<file path="src/rtl/writeback_unit.sv">
// Register file write-side front end: ALU result writes, aligned data loads
// with byte/half extraction and extension, and x0 write suppression.
`timescale 1ns/1ps
module writeback_unit #(
   parameter int unsigned XLEN = 32
) (
   input  logic            clk,
   input  logic            reset,
   input  logic            wb_valid,
   output logic            wb_ready,
   input  logic [4:0]      wb_rd,
   input  logic            wb_is_load,
   input  logic [2:0]      wb_funct3,
   input  logic [XLEN-1:0] wb_result,
   output logic            mem_req,
   output logic [XLEN-1:0] mem_addr,
   input  logic            mem_ack,
   input  logic [XLEN-1:0] mem_rdata,
   output logic            regWrite,
   output logic [4:0]      writeRegister,
   output logic [XLEN-1:0] writeData,
   output logic            load_fault
);

   typedef enum logic {IDLE, WAIT_MEM} state_t;

   state_t          state;
   logic [4:0]      ld_rd;
   logic [2:0]      ld_funct3;
   logic [1:0]      ld_off;
   logic            fault;
   logic [7:0]      sel_byte;
   logic [15:0]     sel_half;
   logic [XLEN-1:0] load_data;

   assign wb_ready = (state == IDLE);

   // Misaligned halves/words and unused funct3 encodings are rejected up front.
   always_comb begin
      fault = 1'b0;
      case (wb_funct3)
         3'b000, 3'b100: fault = 1'b0;
         3'b001, 3'b101: fault = wb_result[0];
         3'b010:         fault = (wb_result[1:0] != 2'b00);
         default:        fault = 1'b1;
      endcase
   end

   always_comb begin
      sel_byte = mem_rdata[7:0];
      case (ld_off)
         2'd0: sel_byte = mem_rdata[7:0];
         2'd1: sel_byte = mem_rdata[15:8];
         2'd2: sel_byte = mem_rdata[23:16];
         2'd3: sel_byte = mem_rdata[31:24];
      endcase
      sel_half = ld_off[1] ? mem_rdata[31:16] : mem_rdata[15:0];
      case (ld_funct3)
         3'b000:  load_data = {{(XLEN-8){sel_byte[7]}}, sel_byte};
         3'b100:  load_data = {{(XLEN-8){1'b0}}, sel_byte};
         3'b001:  load_data = {{(XLEN-16){sel_half[15]}}, sel_half};
         3'b101:  load_data = {{(XLEN-16){1'b0}}, sel_half};
         default: load_data = mem_rdata;
      endcase
   end

   always_ff @(posedge clk) begin
      if (reset) begin
         state         <= IDLE;
         regWrite      <= 1'b0;
         mem_req       <= 1'b0;
         load_fault    <= 1'b0;
         mem_addr      <= '0;
         writeRegister <= '0;
         writeData     <= '0;
         ld_rd         <= '0;
         ld_funct3     <= '0;
         ld_off        <= '0;
      end else begin
         regWrite   <= 1'b0;
         load_fault <= 1'b0;
         case (state)
            IDLE: begin
               if (wb_valid) begin
                  if (!wb_is_load) begin
                     if (wb_rd != 5'd0) begin
                        regWrite      <= 1'b1;
                        writeRegister <= wb_rd;
                        writeData     <= wb_result;
                     end
                  end else if (fault) begin
                     load_fault <= 1'b1;
                  end else begin
                     ld_rd     <= wb_rd;
                     ld_funct3 <= wb_funct3;
                     ld_off    <= wb_result[1:0];
                     mem_req   <= 1'b1;
                     mem_addr  <= {wb_result[XLEN-1:2], 2'b00};
                     state     <= WAIT_MEM;
                  end
               end
            end
            WAIT_MEM: begin
               if (mem_ack) begin
                  mem_req <= 1'b0;
                  state   <= IDLE;
                  // rd = 0 loads still complete the read; only the write is dropped.
                  if (ld_rd != 5'd0) begin
                     regWrite      <= 1'b1;
                     writeRegister <= ld_rd;
                     writeData     <= load_data;
                  end
               end
            end
         endcase
      end
   end

endmodule

</file>
<file path="config.mk">
export PLATFORM = sky130hd
export DESIGN_NAME = writeback_unit
export DESIGN_NICKNAME = d
export VERILOG_FILES = /design/src/rtl/writeback_unit.sv
export SDC_FILE = /design/constraint.sdc
export NUM_CORES = 1
export LEC_CHECK = 0
export ABC_AREA = 1
export BUFFER_PORTS_ARGS = -buffer_cell sky130_fd_sc_hd__buf_2
export CAP_MARGIN = 20
export CORE_MARGIN = 2
export CORE_UTILIZATION = 45
export CTS_CLUSTER_DIAMETER = 40
export DETAILED_ROUTE_END_ITERATION = 10
export GPL_TIMING_DRIVEN = 0
export PLACE_DENSITY = 0.82
export RECOVER_POWER = 50
export SLEW_MARGIN = 20
export SYNTH_ARGS = -nofsm -noshare
export SYNTH_HDL_FRONTEND = slang
export SYNTH_SLANG_ARGS = --single-unit
</file>
<file path="constraint.sdc">
create_clock -name clk -period 1.8 [get_ports clk]
set_input_delay 0.18 -clock clk [delete_from_list [all_inputs] [get_ports clk]]
set_output_delay 0.18 -clock clk [all_outputs]
set_load 0.05 [all_outputs]
</file>
==> impl_results.md, run 1 <==
- Status: completed
- Area share of xor/xnor cells in the synthesized design: 0%
- Portion of netlist area occupied by mux cells: 0%
- Total negative slack: 0 ns
- Worst reg-to-reg path cell count: 8
- Reg-to-reg slack, setup: between 0.15 and 0.2 ns
- NetSw: roughly 1.6 mW
- Post-route minimum period: 1.61 ns
- Synthesized flop and latch total: a little over 80
- VDD IR max: between 400 and 500 uV
- WP data required: between 2 and 2.5 ns
- Largest area contributor in the synthesized netlist: sky130_fd_sc_hd__dfxtp_1
- Share of total power in combinational logic: between 20% and 30%
- Summed instance area of the synthesized netlist: approximately 4200 um^2
- Total length of routed wires: 13800 um
- Non-filler cells, final: between 800 and 900
- Headroom to the max-slew limit: a little under three fifths
- Std cell rows: 35
- Number of enable flip-flop cells after synthesis: 0
- Core Box Area: just over 9000 um^2
- Sequential cell area fraction in the yosys report: 39.0%
- Number of global-route vias before repair: between 4000 and 5000
- Yosys top cell area share: 39.0%
- Adder and majority cell fraction of the synthesized area: 0%
- Ys async rst share: 0%
- Number of primary I/O pins: 150
- Capture point of the critical path: ld_rd[1]
- Number of failing hold endpoints at the final stage: 0
- Violation count after the first detailed-routing iteration: about 310
- Pin slew with the least headroom to its limit: approximately 0.65 ns
- Maximum clock frequency: 0.622 GHz
- Worst hold path type: in2reg
- Total clock buffers created by CTS: 9
- Compound-cell area share of the yosys netlist: 23.9%
- Hold-fix buffers, CTS: 0
- Port Buf Inserts: ~150
- Antenna diode instance count: 0
- Share of total power consumed by net switching: 36.3%
- Post-synthesis area per instance: between 7 and 8 um^2
- Crit Path Max Fanout: 18
- DP Cell Count: ~840
- Clock tree from TritonCTS: yes
- Net count reported at finish: 811
- Largest family of logic cells by synthesized area: simple AND/OR/NAND/NOR gates
- Die area: 10000 um^2
- Basic-gate share of the synthesized area counting and, or, nand and nor cells: a little over a quarter
- Gate Count Post-Synth: between 500 and 600
- Ratio of cells with drive above 1 in the final layout: 25.4%
- Leading cell type by number of instances after synthesis: sky130_fd_sc_hd__nand2_1
- Post-placement cell area: 5030 um^2
- Final critical-path share of the clock period: around 90%
- Buffers from clock root to sink, at most: 2
- Post-detailed-route via-to-cell ratio: around 5.4
- Post-CTS resize count: 0
- Sort of element at the start of the critical path: register
- Die Height: between 100 and 150 um
- Latest clock arrival within the worst-skew pair: roughly 0.36 ns
- Placed wire-length estimate: around 11000 um
- Yosys cell types: 34
- Reg2Reg Capture Point: ld_rd[1]
- Setup crit end kind: register
- Setup clock skew after layout: between 0.01 and 0.015 ns
- Horizontal die dimension: ~100 um
- Most used flip-flop cell after synthesis: sky130_fd_sc_hd__dfxtp_1
- Global route overflow: 0
- Final setup violation count: 0
- First-pass iteration count of the detailed router: 5
- Origin of the worst setup path: state
- Master cell of the clock root buffer: sky130_fd_sc_hd__clkbuf_8
- Sinks on the clock net: between 80 and 90
- Area overhead of the layout relative to synthesis: 22.9%
- Worst hold margin: around 0.11 ns
- Overall fraction of global-route tracks in use: between 20 and 30%
- H-tree levels: 3
- Area contributors post-synth: sky130_fd_sc_hd__dfxtp_1, sky130_fd_sc_hd__nand2_1, sky130_fd_sc_hd__a21oi_1
- Largest net degree at the start of global routing: 19
- Clock-pin slew reported for the worst setup and hold paths after clock tree synthesis: approximately 0.080 ns
- Number of filler cells placed in the layout: approximately 920
- Global-route wire length before repair: about 21000 um
- Ranking of synthesized cells by instance count: sky130_fd_sc_hd__nand2_1, sky130_fd_sc_hd__dfxtp_1, sky130_fd_sc_hd__a21oi_1
- PnR worst setup slack: between 0.15 and 0.2 ns
- Path type of the worst setup path: reg2reg
- Clock Power Share: 28.2%
- Number of max-cap violations: 0
- Detail-routed net length per standard cell: about 16 um
- Postcts setup bufs: 0
- Initial core utilization: a little under half
- Final estimated routing congestion in global placement: 0.926
- Critical Path AT: 1.83 ns
- Number of design rule violations left after detail routing: 0
- Fraction of power consumed by sequential logic: a little under half
- Total non-filler cell area in the finished layout: between 5000 and 6000 um^2
- RSZ-0062 raised after global routing: false
- Startpoint of the worst-slack reg-to-reg timing path: state
- Pleak: ~2.2 nW
- Overall via count from detail_route: 4552
- Number of antenna violations at the first check in global routing: 0
- Worst slack, placed: slightly above 0.2 ns
- Final antenna-violating net count: 0
- Final max-slew violation count: 0
- Power Internal: approximately 2.7 mW
- Total power density per cell area: around 840 nW/um^2
- Yosys synthesis warning count: 0
-- registers in the layout, summed over array words and instances, names as in the netlist --
register       flops
mem_addr          30
regWrite           1
ld_rd              5
ld_off             2
ld_funct3          3
writeRegister      5
writeData         32
mem_req            1
state              1
load_fault         1
-- critical path, stage by stage (launching register included) --
cell and delay (ns):
sky130_fd_sc_hd__dfxtp_1 0.31, sky130_fd_sc_hd__buf_6 0.13, sky130_fd_sc_hd__inv_6 0.13, sky130_fd_sc_hd__nand2_4 0.09, sky130_fd_sc_hd__nor2_4 0.13, sky130_fd_sc_hd__nand2_1 0.21
sky130_fd_sc_hd__buf_2 0.27, sky130_fd_sc_hd__nor2_1 0.16, sky130_fd_sc_hd__a211oi_2 0.05
-- cell type report --
type	count	area, um^2	share of cell area (%)
Timing Repair Buffer	146	642	12.6
Inverter	36	144	2.81
Multi-Input combinational cell	416	2130	41.7
Clock inverter	5	31.3	0.612
Clock buffer	11	141	2.77
Sequential cell	81	1620	31.7
Buffer	44	260	5.09
Tap cell	111	139	2.72
-- kinds of logic after synthesis --
| logic type | count (synthesis) |
|---|---|
| buf+inv | 81 |
| compound gates | 164 |
| other cells | 1 |
| simple gates | 250 |
| flops | 81 |
-- how the worst min path moves through the flow --
stage | startpoint | cells past startpoint | endpoint | slack (ns)
finish | wb_result[20] | 3 | mem_addr[20] | 0.11
global route | wb_result[13] | 3 | mem_addr[13] | 0.1
CTS | wb_result[21] | 3 | mem_addr[21] | 0.1
detailed placement | mem_addr[15] | 2 | mem_addr[15] | 0.45
global placement | mem_addr[14] | 2 | mem_addr[14] | 0.45
floorplan | wb_result[27] | 2 | mem_addr[27] | 0.34
-- power groups by stage --
| stage | Combinational [mW] | Clock (mW) | Sequential [mW] |
|---|---|---|---|
| after floorplan | 0.494 | 0 | 2.30 |
| after global placement | 1.12 | 0 | 1.99 |
| after detailed placement | 1.14 | 0 | 1.99 |
| after CTS | 1.15 | 1.23 | 1.95 |
| after global routing | 1.21 | 1.32 | 1.97 |
| final | 1.13 | 1.21 | 1.96 |
-- layer usage --
metal,vias to the layer above,track usage (%),wire [um]
met1,2060,36.7,5920
met3,34,4.94,1040
met2,226,44.1,6520
met5,-,0,0
met4,0,10.3,372
li1,2232,-,-
-- layout by cell type (no fill, tap or decap), drive strengths merged --
cell type  netlist  routed
o2bb2ai          1       1
clkbuf          18      99
o21ai           59      59
dfxtp           81      81
clkinvlp         0       1
a211oi           6       6
a22oi            4       4
nand3           62      62
nand2          116     116
nor4             1       1
conb             1       2
nor3             3       3
o211ai           3       3
inv             31      31
nand4            3       3
a21boi           4       4
buf             27     102
clkinv           5       9
or2             25      25
a21oi           87      87
nor2            40      40
-- metrics by stage --
| stage | utilization [%] | total power [mW] |
|---|---|---|
| after CTS | 57.1 | 4.33 |
| after global routing | 56.1 | 4.50 |
| after detailed placement | 55.2 | 3.14 |
| final | 56.1 | 4.30 |
| after global placement | 55.2 | 3.11 |
| after floorplan | - | 2.79 |
No activity file was read; power rests on OpenSTA's default activity.
==> run 2, diff against run 1 <==
--- a/config.mk
+++ b/config.mk
@@ -8,6 +8,7 @@
 export ABC_AREA = 1
 export BUFFER_PORTS_ARGS = -buffer_cell sky130_fd_sc_hd__buf_2
 export CAP_MARGIN = 20
+export CORE_ASPECT_RATIO = 2
 export CORE_MARGIN = 2
 export CORE_UTILIZATION = 45
 export CTS_CLUSTER_DIAMETER = 40
==> run 2 against run 1 <==
Non-clock buffer count unchanged. Register-to-register slack got worse by 0.06 ns. Combinational power barely moved. Clock-buffer cell count increased by 1. Fmax fell by 3.9%. Flip-flop and latch count did not move.
==> impl_results.md, run 2 (synthesis results as in run 1) <==
- Share of total power consumed by net switching: 31.3% (was 36.3%)
- WP data required: 2.00 ns (was 2.02 ns)
- NetSw: 1.58 mW (was 1.56 mW)
- Number of antenna violations at the first check in global routing: 0 (unchanged)
- Headroom to the max-slew limit: 53.9% (was 56.7%)
- Die area: 10100 um^2 (was 10000 um^2)
- Total power after layout: 5.03 mW (was 4.30 mW)
- Overall via count from detail_route: 4658 (was 4552)
- Area overhead of the layout relative to synthesis: 25.9% (was 22.9%)
- Clock-pin slew reported for the worst setup and hold paths after clock tree synthesis: 0.06 ns (was 0.08 ns)
- Final setup violation count: 0 (unchanged)
- Total clock buffers created by CTS: 9 (unchanged)
- Final antenna-violating net count: 0 (unchanged)
- Setup crit end kind: register (unchanged)
- Horizontal die dimension: 72.0 um (was 100 um)
- Cells along the critical path: buf_6, inv_6, nand2_4, nor2_4, nand2_1, buf_2, nor2_1, a211oi_2 (unchanged)
- Overall fraction of global-route tracks in use: 27.2% (was 27.4%)
- Status: completed (unchanged)
- Port Buf Inserts: 146 (unchanged)
- Largest net degree at the start of global routing: 19 (unchanged)
- Fraction of power consumed by sequential logic: 38.9% (was 45.5%)
- Std cell rows: 49 (was 35)
- Sinks on the clock net: 81 (unchanged)
- Path length in cells of the critical path: 8 (unchanged)
- Die Height: 140 um (was 100 um)
- Number of failing hold endpoints at the final stage: 0 (unchanged)
- Number of flip-flops under the largest register name: 32 (unchanged)
- Post-placement cell area: 5020 um^2 (was 5030 um^2)
- Startpoint of the worst-slack reg-to-reg timing path: state (unchanged)
- Post-detailed-route via-to-cell ratio: 5.55 (was 5.36)
- Final max-slew violation count: 0 (unchanged)
- Top cell family by delay on the critical path: simple AND/OR/NAND/NOR gates (unchanged)
- Total length of routed wires: 13900 um (was 13800 um)
- Hold-fix buffers, CTS: 0 (unchanged)
- Post-CTS resize count: 0 (unchanged)
- Number of design rule violations left after detail routing: 0 (unchanged)
- Slowest cell on the critical path: sky130_fd_sc_hd__dfxtp_1 (unchanged)
- Violation count after the first detailed-routing iteration: 332 (was 312)
- Leading cell type in the layout, fill and taps excluded: sky130_fd_sc_hd__nand2_1 (unchanged)
- Total negative slack: 0 ns (unchanged)
- Register with the most flip-flops: writeData (unchanged)
- Worst reg-to-reg path cell count: 8 (unchanged)
- Postcts setup bufs: 0 (unchanged)
- Origin of the worst setup path: state (unchanged)
- Detailed route wirelength on metal2: 7390 um (was 6520 um)
- Number of primary I/O pins: 150 (unchanged)
- Latest clock arrival within the worst-skew pair: 0.34 ns (was 0.36 ns)
- Detail-routed net length per standard cell: 16.6 um (was 16.3 um)
- Final estimated routing congestion in global placement: 0.961 (was 0.926)
- Initial core utilization: 46.1% (was 45.7%)
- Crit Path Max Fanout: 18 (unchanged)
- RSZ-0062 raised after global routing: false (unchanged)
- Placed wire-length estimate: 11000 um (was 10900 um)
- Power Internal: 3.45 mW (was 2.74 mW)
- Pin slew with the least headroom to its limit: 0.691 ns (was 0.650 ns)
- Worst hold margin: 0.123 ns (was 0.107 ns)
- Sort of element at the start of the critical path: register (unchanged)
- Regs by FF count: writeData (32), mem_addr (30) (unchanged)
- Global-route wire length before repair: 21400 um (was 21500 um)
- Clock Power Share: 38.6% (was 28.2%)
- Setup clock skew after layout: 0.00499 ns (was 0.0102 ns)
- Antenna diode instance count: 0 (unchanged)
- Met3 wire length: 871 um (was 1040 um)
- Maximum clock frequency: 0.598 GHz (was 0.622 GHz)
- Most frequent cells in the layout: sky130_fd_sc_hd__nand2_1, sky130_fd_sc_hd__clkbuf_1, sky130_fd_sc_hd__buf_2 (unchanged)
- Share of total power in combinational logic: 22.6% (was 26.3%)
- Buffering stage count on the worst path with inverters included: 3 (unchanged)
- H-tree levels: 3 (unchanged)
- Max incr delay on CP: 0.30 ns (was 0.31 ns)
- Routed length on met1: 4850 um (was 5920 um)
- Number of max-cap violations: 0 (unchanged)
- Total power density per cell area: 960 nW/um^2 (was 841 nW/um^2)
- Global route overflow: 0 (unchanged)
- Path type of the worst setup path: reg2reg (unchanged)
- Master cell of the clock root buffer: sky130_fd_sc_hd__clkbuf_16 (was sky130_fd_sc_hd__clkbuf_8)
- Buffers from clock root to sink, at most: 2 (unchanged)
- Reg-to-reg slack, setup: 0.13 ns (was 0.19 ns)
- VDD IR max: 550 uV (was 444 uV)
- Ratio of cells with drive above 1 in the final layout: 25.1% (was 25.4%)
- Final critical-path share of the clock period: 92.9% (was 89.3%)
- First-pass iteration count of the detailed router: 5 (unchanged)
- Core Box Area: 9010 um^2 (was 9110 um^2)
- Final core utilization: 58.1% (was 56.1%)
- Uppermost layer routed: met4 (unchanged)
- Startpoint of the lowest-slack hold path: wb_result[3] (was wb_result[20])
- Post-route minimum period: 1.67 ns (was 1.61 ns)
- Net count reported at finish: 811 (unchanged)
- Worst hold path type: in2reg (unchanged)
- Clock tree from TritonCTS: yes (unchanged)
- Critical Path AT: 1.87 ns (was 1.83 ns)
- Number of global-route vias before repair: 4561 (was 4229)
- Total non-filler cell area in the finished layout: 5240 um^2 (was 5110 um^2)
- Hold Path Stages: 3 (unchanged)
- Pleak: 2.22 nW (was 2.16 nW)
[run 2: cell count changes in the layout (fill, tap and decap cells not counted)]
cell                         change
sky130_fd_sc_hd__inv_1           +1
sky130_fd_sc_hd__bufinv_16       +2
sky130_fd_sc_hd__inv_4           -1
sky130_fd_sc_hd__clkbuf_8        -9
sky130_fd_sc_hd__clkinv_4        -1
sky130_fd_sc_hd__clkbuf_1        +1
sky130_fd_sc_hd__clkinvlp_4      -1
sky130_fd_sc_hd__clkbuf_16       +9
sky130_fd_sc_hd__clkinv_2        -2
[run 2: final cells by class]
class | count | area [um^2]
repair buffers | 146 | 642
well taps | 102 | 128
fillers | 880 | 3770
multi-input cells | 416 | 2130
inverters | 36 | 141
clock inverters | 3 | 65.1
clock buffers | 12 | 246
flip-flops and latches | 81 | 1620
plain buffers | 44 | 260
[run 2: power by group through the flow]
stage	Combinational [mW]	Sequential, mW	Clock (mW)
finish	1.13	1.95	1.94
CTS	1.15	1.95	1.95
global placement	1.13	1.98	0
floorplan	0.494	2.30	0
global route	1.21	1.96	2.04
detailed placement	1.15	1.99	0
[run 2: metrics by stage]
stage                     setup slack (ns)  instances
after floorplan                      0.289        578
after global placement               0.198        826
after detailed placement             0.158        826
after CTS                            0.110        840
after global routing                0.0136        840
final                                0.128        840
[run 2: worst paths after layout]
| path | end |
|---|---|
| worst min-delay path | mem_addr[3] |
| worst min register to register | mem_addr[16] |
| worst max register to register | ld_rd[0] |
| worst max-delay path | ld_rd[0] |
[run 2: worst min-delay path: cells and delay by family]
family          cells  cell delay [ns]
simple gates        1             0.07
compound gates      1             0.06
buf+inv             1             0.10
[run 2: per-layer routing]
metal | vias up | global-route usage, %
met5 | - | 0
met4 | 0 | 18.2
met3 | 58 | 4.10
met2 | 222 | 49.9
met1 | 2146 | 27.1
li1 | 2232 | -
==> run 3, diff against run 2 <==
--- a/config.mk
+++ b/config.mk
@@ -10,11 +10,11 @@
 export CAP_MARGIN = 20
 export CORE_ASPECT_RATIO = 2
 export CORE_MARGIN = 2
-export CORE_UTILIZATION = 45
+export CORE_UTILIZATION = 25
 export CTS_CLUSTER_DIAMETER = 40
 export DETAILED_ROUTE_END_ITERATION = 10
 export GPL_TIMING_DRIVEN = 0
-export PLACE_DENSITY = 0.82
+export PLACE_DENSITY = 0.54
 export RECOVER_POWER = 50
 export SLEW_MARGIN = 20
 export SYNTH_ARGS = -nofsm -noshare
==> run 3 against run 2 <==
Wire length grew 22%. Clock power is 7% lower. Worst hold slack worse by 0.0079 ns. Global-route usage down 7.7 points. Via count decreased by 2.6%. Total power down 2.0%. Core utilization decreased by 25 points. Cell area up 2.2%. Clock-buffer cell count decreased by 2. First-iteration DRC count shrank 14%. Largest cell class unchanged.
==> impl_results.md, run 3 (synthesis results as in run 1) <==
- Status: completed (unchanged)
- Sinks on the clock net: 81 (unchanged)
- Clock Power Share: 36.7% (was 38.6%)
- Final core utilization: 32.9% (was 58.1%)
- Total clock buffers created by CTS: 9 (unchanged)
- Std cell rows: 66 (was 49)
- Post-route minimum period: 1.65 ns (was 1.67 ns)
- Headroom to the max-slew limit: 55.4% (was 53.9%)
- Setup clock skew after layout: 0.00601 ns (was 0.00499 ns)
- Area overhead of the layout relative to synthesis: 28.7% (was 25.9%)
- Hold-fix buffers, CTS: 0 (unchanged)
- Share of total power consumed by net switching: 35.1% (was 31.3%)
- Number of flip-flops under the largest register name: 32 (unchanged)
- Number of failing hold endpoints at the final stage: 0 (unchanged)
- Fraction of power consumed by sequential logic: 39.6% (was 38.9%)
- Final critical-path share of the clock period: 91.8% (was 92.9%)
- Power Internal: 3.20 mW (was 3.45 mW)
- Number of primary I/O pins: 150 (unchanged)
- Die Height: 186 um (was 140 um)
- Post-detailed-route via-to-cell ratio: 4.80 (was 5.55)
- Most frequent cells in the layout: sky130_fd_sc_hd__nand2_1, sky130_fd_sc_hd__clkbuf_1, sky130_fd_sc_hd__buf_2 (unchanged)
- Crit Path Max Fanout: 18 (unchanged)
- Number of max-cap violations: 0 (unchanged)
- Register with the most flip-flops: writeData (unchanged)
- DP Cell Count: 928 (was 826)
- Core Box Area: 16300 um^2 (was 9010 um^2)
- Final estimated routing congestion in global placement: 0.932 (was 0.961)
- Die area: 17700 um^2 (was 10100 um^2)
- Clock tree from TritonCTS: yes (unchanged)
- First-pass iteration count of the detailed router: 5 (unchanged)
- Pin slew with the least headroom to its limit: 0.669 ns (was 0.691 ns)
- WP data required: 2.02 ns (was 2.00 ns)
- Non-filler cells, final: 945 (was 840)
- Number of antenna violations at the first check in global routing: 2 (was 0)
- Placed wire-length estimate: 14000 um (was 11000 um)
- RSZ-0062 raised after global routing: false (unchanged)
- Number of global-route vias before repair: 4587 (was 4561)
- Total power density per cell area: 921 nW/um^2 (was 960 nW/um^2)
- Path type of the worst setup path: reg2reg (unchanged)
- Maximum clock frequency: 0.605 GHz (was 0.598 GHz)
- H-tree levels: 3 (unchanged)
- Initial core utilization: 25.6% (was 46.1%)
- Net count reported at finish: 811 (unchanged)
- Total negative slack: 0 ns (unchanged)
- Regs by FF count: writeData (32), mem_addr (30) (unchanged)
- Detail-routed net length per standard cell: 18.1 um (was 16.6 um)
- Postcts setup bufs: 0 (unchanged)
- VDD IR max: 452 uV (was 550 uV)
- Latest clock arrival within the worst-skew pair: 0.34 ns (about the same)
- Worst hold path type: in2reg (unchanged)
- Final max-slew violation count: 0 (unchanged)
- Post-CTS resize count: 0 (unchanged)
- Leading cell type in the layout, fill and taps excluded: sky130_fd_sc_hd__nand2_1 (unchanged)
- NetSw: 1.73 mW (was 1.58 mW)
- Violation count after the first detailed-routing iteration: 284 (was 332)
- Master cell of the clock root buffer: sky130_fd_sc_hd__clkbuf_16 (unchanged)
- Horizontal die dimension: 95.2 um (was 72.0 um)
- Global route overflow: 0 (unchanged)
- Setup crit end kind: register (unchanged)
- Clock-pin slew reported for the worst setup and hold paths after clock tree synthesis: 0.07 ns (was 0.06 ns)
- Total length of routed wires: 17100 um (was 13900 um)
- Port Buf Inserts: 146 (unchanged)
- Largest net degree at the start of global routing: 19 (unchanged)
- Overall fraction of global-route tracks in use: 19.4% (was 27.2%)
- Share of total power in combinational logic: 23.7% (was 22.6%)
- Critical Path AT: 1.88 ns (was 1.87 ns)
- Pleak: 2.21 nW (was 2.22 nW)
- Sort of element at the start of the critical path: register (unchanged)
- Final setup violation count: 0 (unchanged)
- Final antenna-violating net count: 0 (unchanged)
- Overall via count from detail_route: 4537 (was 4658)
- Ratio of cells with drive above 1 in the final layout: 25.6% (was 25.1%)
- Number of design rule violations left after detail routing: 0 (unchanged)
- Global-route wire length before repair: 25500 um (was 21400 um)
- Buffers from clock root to sink, at most: 2 (unchanged)
-- run 3: cell type report --
class | count | area [um^2]
multi-input combinational | 416 | 2130
clock inverter | 6 | 51.3
fill | 1848 | 10900
inverter | 36 | 144
sequential | 81 | 1620
timing repair buffer | 146 | 642
tap | 204 | 255
buffer | 44 | 260
antenna | 2 | 5.00
clock buffer | 10 | 239
-- run 3: critical path, cell delays in order (launching register included) --
cell	delay [ns]
sky130_fd_sc_hd__dfxtp_1	0.31
sky130_fd_sc_hd__buf_6	0.13
sky130_fd_sc_hd__inv_6	0.15
sky130_fd_sc_hd__nand2_4	0.09
sky130_fd_sc_hd__nor2_4	0.13
sky130_fd_sc_hd__o21ai_2	0.08
sky130_fd_sc_hd__nand2_2	0.07
sky130_fd_sc_hd__buf_6	0.17
sky130_fd_sc_hd__inv_4	0.09
sky130_fd_sc_hd__a21oi_1	0.21
sky130_fd_sc_hd__a21oi_1	0.09
-- run 3: layer usage --
metal	vias up	track usage [%]	wire, um
met5	-	0	0
met4	0	12.9	1070
met3	50	2.95	790
met2	164	35.8	9220
met1	2088	19.1	5990
li1	2235	-	-
-- run 3: per-stage QoR --
| stage | setup slack (ns) | power (mW) | area (um^2) | hold WS, ns |
|---|---|---|---|---|
| final | 0.147 | 4.93 | 5350 | 0.115 |
| after global routing | 0.0135 | 5.12 | 5350 | 0.128 |
| after CTS | 0.144 | 5.00 | 5440 | 0.111 |
| after detailed placement | 0.231 | 3.19 | 5150 | 0.451 |
| after global placement | 0.235 | 3.18 | 5150 | 0.447 |
| after floorplan | 0.289 | 2.79 | 4160 | 0.345 |
-- run 3: power by group through the flow --
| stage | sequential, mW | clock (mW) | combinational (mW) |
|---|---|---|---|
| 4_1_cts | 1.95 | 1.84 | 1.20 |
| 6_report | 1.95 | 1.81 | 1.17 |
| 2_1_floorplan | 2.30 | 0 | 0.494 |
| 3_5_place_dp | 1.99 | 0 | 1.20 |
| 3_3_place_gp | 1.99 | 0 | 1.19 |
| 5_1_grt | 1.96 | 1.90 | 1.26 |
-- run 3: worst paths after layout --
kind	from	to	slack [ns]	cells past startpoint
worst max-delay path	state	writeData[2]	0.15	10
worst min-delay path	wb_result[5]	mem_addr[5]	0.12	3
worst min register to register	mem_addr[3]	mem_addr[3]	0.46	2
worst max register to register	state	writeData[2]	0.15	10
